File: src/rtl/multi_tick_gen.sv
// ============================================================================
// Module   : multi_tick_gen
// Purpose  : NCH independent modulus tick counters with runtime period load,
//            continuous/one-shot mode and start/stop control. Optional phase
//            alignment input enabled by defining MULTI_TICK_SYNC_EN.
// Revision : 1.0  initial release
// ============================================================================
`default_nettype none

module multi_tick_gen #(
  parameter int          WIDTH       = 32,
  parameter int          NCH         = 4,
  parameter int unsigned DEFAULT_MAX = 1000,
  parameter int          CH_W        = 2
) (
  input  logic              clk,
  input  logic              rst,
  input  logic              en,
  input  logic [NCH-1:0]    start,
  input  logic [NCH-1:0]    stop,
  input  logic [NCH-1:0]    oneshot,
  input  logic              ld,
  input  logic [CH_W-1:0]   ld_ch,
  input  logic [WIDTH-1:0]  ld_val,
`ifdef MULTI_TICK_SYNC_EN
  input  logic              sync,
`endif
  output logic [NCH-1:0]    tick,
  output logic [NCH-1:0]    busy
);

  localparam logic [0:0]       C_IDLE       = 1'b0;
  localparam logic [0:0]       C_RUN        = 1'b1;
  localparam logic [WIDTH-1:0] C_RST_PERIOD = WIDTH'(DEFAULT_MAX);

  logic w_sync;

`ifdef MULTI_TICK_SYNC_EN
  assign w_sync = sync;
`else
  assign w_sync = 1'b0;
`endif

  for (genvar gi = 0; gi < NCH; gi++) begin : g_ch
    logic [0:0]       r_state;
    logic             r_mode;
    logic             r_pend;
    logic             r_tick;
    logic [WIDTH-1:0] r_count;
    logic [WIDTH-1:0] r_period;
    logic [WIDTH-1:0] r_shadow;

    logic             w_ld_hit;
    logic             w_run;
    logic             w_term;
    logic             w_going_idle;
    logic [WIDTH-1:0] w_last;

    // Channel indices at or above NCH never match any gi, so they are ignored.
    assign w_ld_hit = ld && (ld_ch == CH_W'(gi));
    assign w_run    = (r_state == C_RUN);
    assign w_last   = (r_period > WIDTH'(1)) ? (r_period - WIDTH'(1)) : '0;
    assign w_term   = (r_count == w_last);

    // A load landing on the edge where the channel drops to IDLE must not be
    // left parked in the shadow, since no terminal count would ever commit it.
    assign w_going_idle = stop[gi] ||
                          (w_run && en && w_term && r_mode && !w_sync && !start[gi]);

    always_ff @(posedge clk) begin
      if (rst) begin
        r_state  <= C_IDLE;
        r_mode   <= 1'b0;
        r_pend   <= 1'b0;
        r_tick   <= 1'b0;
        r_count  <= '0;
        r_period <= C_RST_PERIOD;
        r_shadow <= C_RST_PERIOD;
      end else begin
        if (stop[gi]) begin
          r_state <= C_IDLE;
          r_count <= '0;
          r_tick  <= 1'b0;
          if (r_pend) begin
            r_period <= r_shadow;
            r_pend   <= 1'b0;
          end
        end else if (w_sync && w_run) begin
          r_count <= '0;
          r_tick  <= 1'b0;
        end else if (start[gi]) begin
          r_state <= C_RUN;
          r_count <= '0;
          r_mode  <= oneshot[gi];
          r_tick  <= 1'b0;
        end else if (w_run && en) begin
          if (w_term) begin
            r_count <= '0;
            r_tick  <= 1'b1;
            if (r_pend) begin
              r_period <= r_shadow;
              r_pend   <= 1'b0;
            end
            if (r_mode) begin
              r_state <= C_IDLE;
            end
          end else begin
            r_count <= r_count + WIDTH'(1);
            r_tick  <= 1'b0;
          end
        end else begin
          r_tick <= 1'b0;
        end

        if (w_ld_hit) begin
          if (!w_run || w_going_idle) begin
            r_period <= ld_val;
            r_pend   <= 1'b0;
          end else begin
            r_shadow <= ld_val;
            r_pend   <= 1'b1;
          end
        end
      end
    end

    assign tick[gi] = r_tick;
    assign busy[gi] = r_state[0];
  end

endmodule

`default_nettype wire

File: config.mk
export PLATFORM = sky130hd
export DESIGN_NAME = multi_tick_gen
export DESIGN_NICKNAME = d
export VERILOG_FILES = /design/src/rtl/multi_tick_gen.sv
export SDC_FILE = /design/constraint.sdc
export NUM_CORES = 1
export LEC_CHECK = 0
export ABC_AREA = 1
export BUFFER_PORTS_ARGS = -buffer_cell sky130_fd_sc_hd__buf_2
export CORE_ASPECT_RATIO = 1.25
export CORE_MARGIN = 10
export CORE_UTILIZATION = 64
export CTS_CLUSTER_DIAMETER = 50
export CTS_CLUSTER_SIZE = 30
export DETAILED_ROUTE_END_ITERATION = 8
export PLACE_DENSITY = 0.88
export SLEW_MARGIN = 20
export SYNTH_ARGS = -nofsm -noshare
export SYNTH_HDL_FRONTEND = slang
export SYNTH_SLANG_ARGS = --single-unit
File: constraint.sdc
create_clock -name clk -period 3.9 [get_ports clk]
set_input_delay 0.78 -clock clk [delete_from_list [all_inputs] [get_ports clk]]
set_output_delay 0.78 -clock clk [all_outputs]
set_load 0.005 [all_outputs]
==> results.txt <==
The summed negative setup slack over all endpoints is 0 ps. The sequential cells in the finished layout cover a total of 8010 sq um. The power per unit of standard cell area came out at 336 nW/um^2.

The die outline width came out at 202 microns. The combinational power share is 14.9%. The initial antenna violation count was 0. The later-pin clock latency in the skew report is 620 ps.

The min-delay analysis places its worst path in the category input pin to flop. The longest individual stage delay on the worst path is 330 ps. The synthesized area per cell came out at 5.89 sq um. The number of instances in the placed design came out at 4990.

The routed wire length is 82.4 mm. The post-synthesis instance total is 4488. In the global route stage, met3 resource usage came out at 4.66%. The number of nets in the final layout came out at 4540. The Yosys warning count is 0. The final max-slew violation count is 0. The pin count of the biggest net entering global routing came out at 76. The core area is 40900 sq um. The count of state elements after synthesis is 400. The via count of the first global-routing pass is 26034. The number of top-level pins came out at 58. The CTS clock-pin slew for the worst setup and hold paths is 90 ps. The run finished with clean final reports. For this run, the detailed router's first-pass iteration total came to 6. The leftover overflow at the end of global routing is 0. The root buffer cell chosen for the clock tree is sky130_fd_sc_hd__clkbuf_16.

The initial core utilization is 64.6%. The number of vias per cell came out at 5.65. The critical path data required time is 4370 ps. After detailed routing, the average wire length per cell comes to 16.3 microns.

The number of DRC violations after detailed routing is 0. The switching power share of the total came out at 31.0%. The number of buffers on the longest clock path came out at 3. Final hold analysis gives a worst-case slack of 415 ps. The slowest stage of the critical path is the sky130_fd_sc_hd__dfxtp_1 cell. The number of DRC markers after the initial detailed-route iteration came out at 2425. The most frequently used flop master after synthesis is sky130_fd_sc_hd__dfxtp_1.

The fill cell total of the finished layout is 3815. For the pin with the worst max-slew slack, the measured transition is 1080 ps. The total CTS buffers is 35. The static leakage came out at 13.1 nW.

The global-route wire length before repair is 133 mm. The remaining antenna violation count after routing is 0. The final cycle utilization of the critical path came out at 93.1%. The peak ir drop on the vdd network came out at 0.000442 V. The internal power of the cells totals 6.59 mW. The clock period minus worst slack came out at 3630 ps.

The ratio of cells with drive above 1 in the final layout is 5.91%. The relative area change from synthesis to final layout came out at 7.53%. The count of flip-flops with a built-in enable after synthesis came out at 0.

The worst setup path is launched from a flop. For this run, the top clock speed supported by timing is 0.276 GHz. The overall die area came out at 49900 sq um. The TritonCTS clock tree is built. Clock skew on the completed layout was measured at 47.3 ps.

The count of buffers inserted at the top-level ports came out at 57. The post-detailed-placement half-perimeter wirelength is 60.9 mm. The number of hold buffers added after CTS was 0. The placer congestion estimate came out at 1.02. The mapped netlist covers 26400 sq um. The met2 global-route usage came out at 52.6%.

The sequential share of power came out at 44.9%. The worst path arrival time is 4100 ps. The number of hold violations in the final report came out at 0. The global-route usage over all layers is 32.2%. The critical path goes through inv_1, ha_1, nor2_1, nor2_1, nand2_1, nor2_1, nand2_4, buf_4, nand3_1, nand2_1, nor2_1, nand2_1, nor2_1, nand2_1, nor2_1, nand3_1, nand2_4, nand3_1, buf_4, o21ai_0, o21ai_1.

The clock network power share came out at 40.2%. The post-synthesis net count is 4550. The most utilized layer in the global route result is met2. The proportion of synthesized chip area in sequential cells came out at 30.3%.

The setup path with the least slack is of type flop to flop. The switching power total came out at 2.96 mW. In this run the worst path has a maximum fanout of 24. The met1 track demand over resource came out at 39.2%. In this design, the critical path's most frequently occurring cell is sky130_fd_sc_hd__nor2_1. After synthesis, the netlist uses 47 different library cells. The post-layout instance count excluding filler cells is 5057. From bottom edge to top edge, the die measures 247 microns. Counting every sink on the clock net gives 400. After floorplanning, the core was divided into 83 placement rows. In this run the number of H-tree levels came out at 2. Setup repair after global routing left no endpoint under its margin. STA classifies the critical path endpoint as a flop. Across the run, the number of max-cap violations was 0.

Setup violations remaining at the end of the flow were counted as 0. The fraction of registers with async set or reset after synthesis came out at 0%. The multi-input combinational cells in the finished layout cover a total of 15600 sq um. Headroom to the max-slew limit came out at 27.7%. The final route contains 28596 vias.
-- critical path: cells and delay by family (launching register included) --
| kind | cells | cell delay, ps |
|---|---|---|
| compound gates | 2 | 360 |
| fa+ha+maj | 1 | 240 |
| buf+inv | 3 | 650 |
| flops | 1 | 330 |
| simple gates | 15 | 1890 |
-- state kept, by name, indices dropped and copies added (netlist names) --
register       count
g_ch.r_pend        4
g_ch.r_count     128
g_ch.r_shadow    128
g_ch.r_period    128
g_ch.r_state       4
g_ch.r_mode        4
g_ch.r_tick        4
-- metrics by stage --
| step | utilization (%) | cell area (sq um) | setup slack [ps] | total power [mW] |
|---|---|---|---|---|
| after floorplan | - | 26400 | 1010 | 5.33 |
| after global placement | 66.3 | 27100 | 332 | 5.74 |
| after detailed placement | 66.3 | 27100 | 223 | 5.75 |
| after CTS | 69.3 | 28400 | 181 | 9.54 |
| after global routing | 69.5 | 28400 | 7.61 | 9.90 |
| final | 69.5 | 28400 | 270 | 9.55 |
-- final cells by class --
type	instances	area share [%]
repair buffers	137	3.48
clock inverters	25	1.22
flip-flops and latches	400	28.2
inverters	488	6.48
multi-input cells	3415	55.0
well taps	552	2.43
diodes	1	0.00880
repair inverters	1	0.0264
clock buffers	38	3.16
-- final timing paths --
path,start,endpoint,slack (ps),cells past startpoint
worst min-delay path,oneshot[2],g_ch[2].r_mode$_SDFFE_PP0P_,420,3
worst max-delay path,g_ch[3].r_period[0]$_SDFF_PP0_,g_ch[3].r_period[7]$_SDFF_PP1_,270,21
worst min register to register,g_ch[2].r_shadow[9]$_SDFFE_PP1P_,g_ch[2].r_shadow[9]$_SDFFE_PP1P_,460,2
worst max register to register,g_ch[3].r_period[0]$_SDFF_PP0_,g_ch[3].r_period[7]$_SDFF_PP1_,270,21
-- logic make-up after synthesis --
logic type / Yosys count / share of synthesized area, %
XOR/XNOR: 106 / 3.51
AND/OR/NAND/NOR: 2981 / 48.6
flip-flops: 400 / 30.3
adder cells (fa/ha/maj): 12 / 0.568
AO/OA/AOI/OAI: 316 / 6.35
buffers and inverters: 673 / 10.7
-- power groups by stage --
stage                     sequential, mW  clock [mW]  combinational, mW
after floorplan                     4.34           0              0.988
after global placement              4.38           0               1.37
after detailed placement            4.38           0               1.38
after CTS                           4.28        3.87               1.39
after global routing                4.30        4.01               1.59
final                               4.29        3.84               1.42
-- synthesized netlist by cell type, types with 5 or more instances --
cell | count | share of area [%]
sky130_fd_sc_hd__buf_1 | 11 | 0.16
sky130_fd_sc_hd__nor2_1 | 845 | 12
sky130_fd_sc_hd__a211oi_1 | 6 | 0.17
sky130_fd_sc_hd__inv_1 | 480 | 6.8
sky130_fd_sc_hd__nand3_1 | 416 | 7.9
sky130_fd_sc_hd__nor3_1 | 78 | 1.5
sky130_fd_sc_hd__o211ai_1 | 7 | 0.20
sky130_fd_sc_hd__nand4_1 | 191 | 4.5
sky130_fd_sc_hd__clkbuf_1 | 73 | 1.0
sky130_fd_sc_hd__xnor2_1 | 9 | 0.30
sky130_fd_sc_hd__nor2_2 | 15 | 0.36
sky130_fd_sc_hd__dfxtp_1 | 400 | 30
sky130_fd_sc_hd__nand3_2 | 6 | 0.23
sky130_fd_sc_hd__nand2_2 | 12 | 0.28
sky130_fd_sc_hd__nor4_1 | 28 | 0.66
sky130_fd_sc_hd__ha_1 | 12 | 0.57
sky130_fd_sc_hd__nand2_1 | 1312 | 19
sky130_fd_sc_hd__buf_4 | 26 | 0.74
sky130_fd_sc_hd__a21oi_1 | 128 | 2.4
sky130_fd_sc_hd__buf_6 | 16 | 0.68
sky130_fd_sc_hd__o21bai_1 | 12 | 0.34
sky130_fd_sc_hd__o21ai_0 | 130 | 2.5
sky130_fd_sc_hd__buf_2 | 59 | 1.1
sky130_fd_sc_hd__nor3b_1 | 24 | 0.68
sky130_fd_sc_hd__o21ai_1 | 22 | 0.42
sky130_fd_sc_hd__nand3b_1 | 25 | 0.71
sky130_fd_sc_hd__nand2_4 | 5 | 0.21
sky130_fd_sc_hd__nor2_4 | 11 | 0.47
sky130_fd_sc_hd__xor2_1 | 97 | 3.2
-- cells in the final DEF, fill, tap and decap left out, drive strengths merged, types with 3 or more instances in the layout --
master       n
clkinv      12
nor2       871
o211ai       7
o21bai      12
ha          12
o21ai      152
nand3b      26
nor3b       24
nand3      424
inv        495
bufinv       3
dfxtp      400
buf        137
clkbuf      38
nand4      192
clkinvlp     4
nor3        79
a31oi        4
a21oi      128
xnor2        9
a211oi       6
nand2     1329
nor4        28
xor2        97
-- what timing repair did --
item                                    4_1_cts  5_1_grt
buffers inserted                              0        2
endpoints found under the hold margin         0        0
endpoints found under the setup margin        0      154
resized for setup                             0        9
-- per-layer routing --
layer  up-vias  share of wire [%]
met5         -                  0
met4         0                6.8
met3       261                7.8
met2      1174                 46
met1     12886                 40
li1      14275                  -
(Power assumes the default switching activity.)
